[config.mk]
export PLATFORM = sky130hd
export DESIGN_NAME = vga_timing_controller
export DESIGN_NICKNAME = d
export VERILOG_FILES = /design/src/rtl/vga_timing_controller.sv
export SDC_FILE = /design/constraint.sdc
export NUM_CORES = 1
export LEC_CHECK = 0
export BUFFER_PORTS_ARGS = -buffer_cell sky130_fd_sc_hd__buf_2
export CORE_ASPECT_RATIO = 1.2
export CORE_MARGIN = 3
export CORE_UTILIZATION = 34
export CTS_CLUSTER_SIZE = 14
export DETAILED_ROUTE_END_ITERATION = 10
export GPL_TIMING_DRIVEN = 1
export MAX_ROUTING_LAYER = met4
export SKIP_CTS_REPAIR_TIMING = 1
export SYNTH_ARGS = -nofsm -noshare
export SYNTH_HDL_FRONTEND = slang
export SYNTH_SLANG_ARGS = --single-unit
[constraint.sdc]
create_clock -name CLOCK_25 -period 2.64 [get_ports CLOCK_25]
set_clock_uncertainty 0.15 [all_clocks]
set_input_delay 0.132 -clock CLOCK_25 [delete_from_list [all_inputs] [get_ports CLOCK_25]]
set_output_delay 0.132 -clock CLOCK_25 [all_outputs]
set_load 0.02 [all_outputs]
[src/rtl/vga_timing_controller.sv]
// VGA raster timing: free-running h/v counters, 1-based pixel coordinates for the
// image generator, and registered RGB/sync/active/frame_tick outputs aligned to one clock.
module vga_timing_controller #(
    parameter int H_ACTIVE    = 640,
    parameter int H_FP        = 16,
    parameter int H_SYNC      = 96,
    parameter int H_BP        = 48,
    parameter int V_ACTIVE    = 480,
    parameter int V_FP        = 10,
    parameter int V_SYNC      = 2,
    parameter int V_BP        = 33,
    parameter bit SYNC_ACTIVE = 1'b0
) (
    input  logic        CLOCK_25,
    input  logic        RESET_N,
    input  logic [2:0]  color,
    output logic [11:0] x,
    output logic [11:0] y,
    output logic        VGA_R,
    output logic        VGA_G,
    output logic        VGA_B,
    output logic        VGA_HS,
    output logic        VGA_VS,
    output logic        active,
    output logic        frame_tick
);

    localparam logic [11:0] H_ACT    = 12'(H_ACTIVE);
    localparam logic [11:0] H_LAST   = 12'(H_ACTIVE + H_FP + H_SYNC + H_BP - 1);
    localparam logic [11:0] HS_START = 12'(H_ACTIVE + H_FP);
    localparam logic [11:0] HS_END   = 12'(H_ACTIVE + H_FP + H_SYNC);
    localparam logic [11:0] V_ACT    = 12'(V_ACTIVE);
    localparam logic [11:0] V_LAST   = 12'(V_ACTIVE + V_FP + V_SYNC + V_BP - 1);
    localparam logic [11:0] VS_START = 12'(V_ACTIVE + V_FP);
    localparam logic [11:0] VS_END   = 12'(V_ACTIVE + V_FP + V_SYNC);

    logic [11:0] h_cnt_q, h_cnt_d;
    logic [11:0] v_cnt_q, v_cnt_d;
    logic [2:0]  rgb_q, rgb_d;
    logic        active_q, active_d;
    logic        hs_q, hs_d;
    logic        vs_q, vs_d;
    logic        tick_q, tick_d;
    logic        vis;

    always_comb begin
        h_cnt_d = h_cnt_q + 12'd1;
        v_cnt_d = v_cnt_q;
        if (h_cnt_q == H_LAST) begin
            h_cnt_d = 12'd0;
            v_cnt_d = (v_cnt_q == V_LAST) ? 12'd0 : v_cnt_q + 12'd1;
        end

        vis = (h_cnt_q < H_ACT) && (v_cnt_q < V_ACT);
        x   = vis ? h_cnt_q + 12'd1 : 12'd0;
        y   = vis ? v_cnt_q + 12'd1 : 12'd0;

        // Colour is sampled in the same cycle x/y are presented, so it lines up with active.
        rgb_d    = vis ? color : 3'b000;
        active_d = vis;
        hs_d     = ((h_cnt_q >= HS_START) && (h_cnt_q < HS_END)) ? SYNC_ACTIVE : !SYNC_ACTIVE;
        vs_d     = ((v_cnt_q >= VS_START) && (v_cnt_q < VS_END)) ? SYNC_ACTIVE : !SYNC_ACTIVE;
        tick_d   = (h_cnt_q == H_ACT - 12'd1) && (v_cnt_q == V_ACT - 12'd1);
    end

    always_ff @(posedge CLOCK_25 or negedge RESET_N) begin
        if (!RESET_N) begin
            h_cnt_q  <= 12'd0;
            v_cnt_q  <= 12'd0;
            rgb_q    <= 3'b000;
            active_q <= 1'b0;
            hs_q     <= !SYNC_ACTIVE;
            vs_q     <= !SYNC_ACTIVE;
            tick_q   <= 1'b0;
        end else begin
            h_cnt_q  <= h_cnt_d;
            v_cnt_q  <= v_cnt_d;
            rgb_q    <= rgb_d;
            active_q <= active_d;
            hs_q     <= hs_d;
            vs_q     <= vs_d;
            tick_q   <= tick_d;
        end
    end

    assign {VGA_R, VGA_G, VGA_B} = rgb_q;
    assign active     = active_q;
    assign VGA_HS     = hs_q;
    assign VGA_VS     = vs_q;
    assign frame_tick = tick_q;

endmodule

==> results of run 1 <==
-- area by class of cell --
cell class / count / area, sq um
Fill cell: 516 / 2890
Multi-Input combinational cell: 139 / 886
Clock buffer: 6 / 72.6
Sequential cell: 31 / 778
Timing Repair Buffer: 37 / 213
Clock inverter: 2 / 60.1
Tap cell: 60 / 75.1
Inverter: 9 / 33.8
-- cells in the mapped netlist (2+ instances only) --
library cell,instances
dfrtp_1,29
nor2_1,22
nand2_1,11
xnor2_1,10
and2_1,9
nand3_1,9
inv_1,8
xor2_1,8
buf_2,7
nand4_1,7
a31oi_1,6
and3_1,5
and4_1,5
buf_4,5
nor3_1,5
a21oi_1,4
ha_1,4
o21ai_1,4
nand3b_1,3
nor2b_1,3
a41oi_1,2
clkbuf_1,2
dfstp_2,2
nor4_1,2
nor4bb_1,2
o22ai_1,2
-- power by group through the flow --
stage / Clock (W) / Combinational [W] / Sequential, W
floorplan: 0 / 0.0000133 / 0.000490
global placement: 0 / 0.0000254 / 0.000487
detailed placement: 0 / 0.0000255 / 0.000487
CTS: 0.000566 / 0.0000255 / 0.000478
global route: 0.000586 / 0.0000329 / 0.000478
finish: 0.000554 / 0.0000296 / 0.000478
-- path summary, 6_finish.rpt --
| kind | from | endpoint |
|---|---|---|
| max | h_cnt_q[0] | v_cnt_q[5] |
| min | RESET_N | v_cnt_q[6] |
| max reg2reg | h_cnt_q[0] | v_cnt_q[5] |
| min reg2reg | h_cnt_q[0] | h_cnt_q[0] |
| max in group asynchronous | RESET_N | h_cnt_q[6] |
| min in group CLOCK_25 | h_cnt_q[0] | h_cnt_q[0] |
-- logic make-up after synthesis --
family	share of synthesized area (%)
simple gates	29.9
flops	43.8
buf+inv	7.25
compound gates	7.18
xor+xnor	8.87
fa+ha+maj	2.82
other cells	0.211
-- registers in the layout, indices dropped and copies added (netlist names) --
signal      cells
frame_tick      1
h_cnt_q        12
VGA_HS          1
active          1
VGA_VS          1
v_cnt_q        12
rgb_q           3
-- per-layer routing --
metal / GRT usage (%) / up-vias
li1: - / 723
met1: 17.1 / 670
met2: 21.2 / 28
met3: 2.84 / 6
met4: 6.15 / 0
met5: - / -
-- critical path, stage by stage, from the launching register on --
cell and delay (ns):
dfrtp_1 0.42, ha_1 0.22, and4_1 0.35, and4b_1 0.55, nand2_1 0.20, o31ai_1 0.26
-- cell usage in the layout, fill, tap and decap left out, drive strengths merged, types with 7 or more instances in the layout --
cell / instances
buf: 33
dfrtp: 29
nor2: 23
nand2: 11
xnor2: 10
nand3: 9
and2: 9
inv: 9
xor2: 8
nand4: 7
-- stage by stage --
stage / cell area [sq um] / util (%) / hold WS (ns) / instances / total power, W
2_1_floorplan: 1790 / - / -0.314 / 195 / 0.000503
3_3_place_gp: 1950 / 38.8 / 0.0694 / 272 / 0.000512
3_5_place_dp: 1950 / 38.8 / 0.0671 / 272 / 0.000512
4_1_cts: 2080 / 41.5 / -0.243 / 280 / 0.00107
5_1_grt: 2120 / 42.3 / 0.345 / 284 / 0.00110
6_report: 2120 / 42.3 / 0.279 / 284 / 0.00106
==> impl_metrics.yaml, run 1 <==
run_status:
  status: "complete, no violations"
routing:
  drcViolationCount: 0
  firstDrtPassIters: 4
  wl_met2_um: 1800
  drt-initial-drc-count: 123
  wl_met1_um: 1800
  vias: 1427
  wl_um: 3830
  maxUsedRoutingLayer: "met4"
  drtAntennaViolNets: 0
  wl_met3_um: 154
  wl_per_cell_um: 13.5
  avgViaCountPerCell: 5.02
global_routing:
  grt_max_degree: 32
  grt_overflow: 0
  grt_usage_pct: 13.7
  grt_pass1_vias: 1287
  antenna_found_initial: 0
  grt_pass1_wl_um: 6240
setup_path:
  critPathRequiredTime_ns: 2.67
  critPathArrivalTime_ns: 2.30
  crit_type: "register to register"
  crit_fanout: 15
  start_kind: "register"
  reg2regPathDepth: 5
  rrSetupSlack_ns: 0.37
  end_kind: "register"
timing:
  finalCriticalPeriod_ns: 2.27
  finalHoldViolCount: 0
  max_freq_mhz: 440
  rsz0062_at_grt: "false"
  slew_headroom_pct: 53.3
  period_share_pct: 86.0
  finalWorstSetupSlack_ns: 0.368
  setup-tns-final_ns: 0
  tightest_slew_ns: 0.701
  setup_viol: 0
  slew_viol_final: 0
synthesis:
  yosys_warnings: 0
  async_flop_share_pct: 100
  synth_area_per_cell_sq_um: 9.31
  ys_types: 41
  synth.area.top_cells: "dfrtp_1 (41%), xnor2_1 (4.9%), nor2_1 (4.6%), xor2_1 (3.9%), and2_1 (3.2%)"
  synth_ff_type: "dfrtp_1"
  synthesis.area_sq_um: 1780
  ys_seq_area_share_pct: 43.8
  synth_top_area_cell: "dfrtp_1"
  synth_seq_cells: 31
  synth-edff-count: 0
  syn_inst: 191
  synth_top_area_share_pct: 40.8
clock_network:
  cts_tree: "built"
  clk_latency_ns: 0.29
  cts_made_buffers: 5
  h-tree-depth: 2
  cts.clk_slew.worst_paths_ns: 0.06
  clockBufferDepth: 2
  clock_sink_count: 31
  clk_root_buffer_cell: "clkbuf_8"
floorplanning:
  io-pin-count: 36
  fp.dieW_um: 72.0
  rows: 28
  core_sq_um: 5010
  fp.dieArea_sq_um: 6140
  start_util_pct: 35.5
  dieHeight_um: 85.2
place:
  port-buffer-count: 30
  place_congestion: 0.838
  dp_slack_ns: 0.425
  dp_hpwl_um: 2770
cells_and_area:
  drive_gt1_share_pct: 20.1
  final_nets: 232
  syn2layout_area_growth_pct: 19.1
  antenna_cells: 0
min_path:
  hold_path_class: "input port to async pin"
pwr:
  peakVddDrop_mv: 0.216
  combPwrFrac_pct: 2.8
  seqPwrFrac_pct: 45.0
  p_int_w: 0.000863
  power_density_nw_per_um2: 501
  p_clk_share_pct: 52.2
  switchingPower_w: 0.000198
  p_leak_nw: 0.968
  swShare_pct: 18.7
run:
  maxCapViolations: 0
(Power assumes the default switching activity.)
==> run 2: changes to the inputs <==
--- a/config.mk
+++ b/config.mk
@@ -6,7 +6,7 @@
 export NUM_CORES = 1
 export LEC_CHECK = 0
 export BUFFER_PORTS_ARGS = -buffer_cell sky130_fd_sc_hd__buf_2
-export CORE_ASPECT_RATIO = 1.2
+export CORE_ASPECT_RATIO = 0.7
 export CORE_MARGIN = 3
 export CORE_UTILIZATION = 34
 export CTS_CLUSTER_SIZE = 14
==> constraint.sdc (replaced) <==
create_clock -name CLOCK_25 -period 2.64 [get_ports CLOCK_25]
set_clock_uncertainty 0.15 [all_clocks]
set_input_delay 0.132 -clock CLOCK_25 [delete_from_list [all_inputs] [get_ports CLOCK_25]]
set_output_delay 0.132 -clock CLOCK_25 [all_outputs]
set_load 0.1 [all_outputs]
==> impl_metrics.yaml, run 2 (synthesis results as in run 1) <==
run_status:
  status: "complete, no violations"
global_routing:
  grt_usage_pct: 15.3
  grt_max_degree: 32
  grt_overflow: 0
  antenna_found_initial: 0
  grt_pass1_wl_um: 7070
  grt_pass1_vias: 1426
clock_network:
  cts_made_buffers: 5
  cts_tree: "built"
  clk_latency_ns: 0.29
  clockBufferDepth: 2
  clock_sink_count: 31
  cts.clk_slew.worst_paths_ns: 0.08
  h-tree-depth: 2
  clk_root_buffer_cell: "clkbuf_8"
floorplanning:
  rows: 21
  io-pin-count: 36
  start_util_pct: 36.2
  dieHeight_um: 66.5
  core_sq_um: 4910
  fp.dieArea_sq_um: 6150
  fp.dieW_um: 92.4
timing:
  tightest_slew_ns: 0.716
  slew_viol_final: 0
  rsz0062_at_grt: "false"
  period_share_pct: 88.8
  finalCriticalPeriod_ns: 2.35
  setup-tns-final_ns: 0
  max_freq_mhz: 426
  setup_viol: 0
  slew_headroom_pct: 52.2
  finalHoldViolCount: 0
setup_path:
  max_stage_delay_ns: 0.45
  reg2regPathDepth: 6
  cp_cell_sequence: "ha_1 > and4_1 > nand4_1 > xnor2_1 > nor2_1 > buf_12"
  end_kind: "primary output"
  crit_fanout: 7
  crit_type: "register to primary output"
  start_kind: "register"
  critPathRequiredTime_ns: 2.36
  critPathArrivalTime_ns: 2.06
  slowest_stage: "dfrtp_1"
pwr:
  power_density_nw_per_um2: 395
  peakVddDrop_mv: 0.200
  p_leak_nw: 1.01
  power.total_w: 0.000933
place:
  placed_cells: 280
  port-buffer-count: 30
  dp_hpwl_um: 2930
  place_congestion: 0.846
routing:
  drtAntennaViolNets: 0
  wl_per_cell_um: 14.4
  firstDrtPassIters: 4
  drt-initial-drc-count: 98
  vias: 1459
  drcViolationCount: 0
  avgViaCountPerCell: 5.00
  wl_um: 4190
cells_and_area:
  final_cell_mix: "dfrtp_1 (29), nor2_1 (22), buf_12 (19)"
  largestRegisters: "h_cnt_q x12, v_cnt_q x12, rgb_q x3"
  drive_gt1_share_pct: 20.2
  finalNonFillerCells: 292
  antenna_cells: 0
  final_common_cell: "dfrtp_1"
  syn2layout_area_growth_pct: 32.9
  final_nets: 231
min_path:
  hold_path_class: "input port to async pin"
run:
  maxCapViolations: 0
==> run 2: final cells by class <==
class                      instances  area (sq um)
multi-input combinational        139           886
clock inverter                     3          20.0
fill                             466          2550
tap                               69          86.3
sequential                        31           778
clock buffer                       5          68.8
timing repair buffer              36           490
inverter                           9          33.8
==> run 2: final timing paths <==
check                              endpoint  slack, ns         from
worst max-delay path                   y[8]       0.29   v_cnt_q[0]
worst min-delay path            h_cnt_q[10]       0.28      RESET_N
worst max register to register   v_cnt_q[4]       0.44   h_cnt_q[0]
worst min register to register  h_cnt_q[11]       0.38  h_cnt_q[11]
max in group asynchronous            active       1.59      RESET_N
min in group CLOCK_25           h_cnt_q[11]       0.38  h_cnt_q[11]
==> run 2: power by group <==
group          switching, W  internal, W  leakage (nW)
Clock              0.000203     0.000183        0.0402
Sequential      0.000000562     0.000477         0.400
Combinational     0.0000602   0.00000852         0.569
==> run 2: worst max-delay path, delay by kind of cell, from the launching register on <==
family,cells,cell delay [ns]
AND/OR/NAND/NOR,3,0.67
flip-flops,1,0.45
adder cells (fa/ha/maj),1,0.27
buffers and inverters,1,0.20
XOR/XNOR,1,0.17
==> run 2: through the flow <==
| step | utilization [%] | hold WS, ns | worst slack [ns] | area [sq um] |
|---|---|---|---|---|
| finish | 48.1 | 0.280 | 0.295 | 2360 |
| CTS | 47.3 | -0.230 | 0.301 | 2320 |
| global placement | 45.5 | 0.0790 | 0.556 | 2230 |
| floorplan | - | -0.314 | -0.127 | 1790 |
| global route | 48.1 | 0.365 | 0.0967 | 2360 |
| detailed placement | 45.5 | 0.0804 | 0.476 | 2230 |
==> run 2: metal layers <==
layer / wire [um] / up-vias / GRT usage [%]
met2: 1710 / 40 / 20.4
li1: - / 711 / -
met4: 34 / 0 / 4.63
met1: 2190 / 701 / 21.8
met5: 0 / - / -
met3: 260 / 7 / 4.85
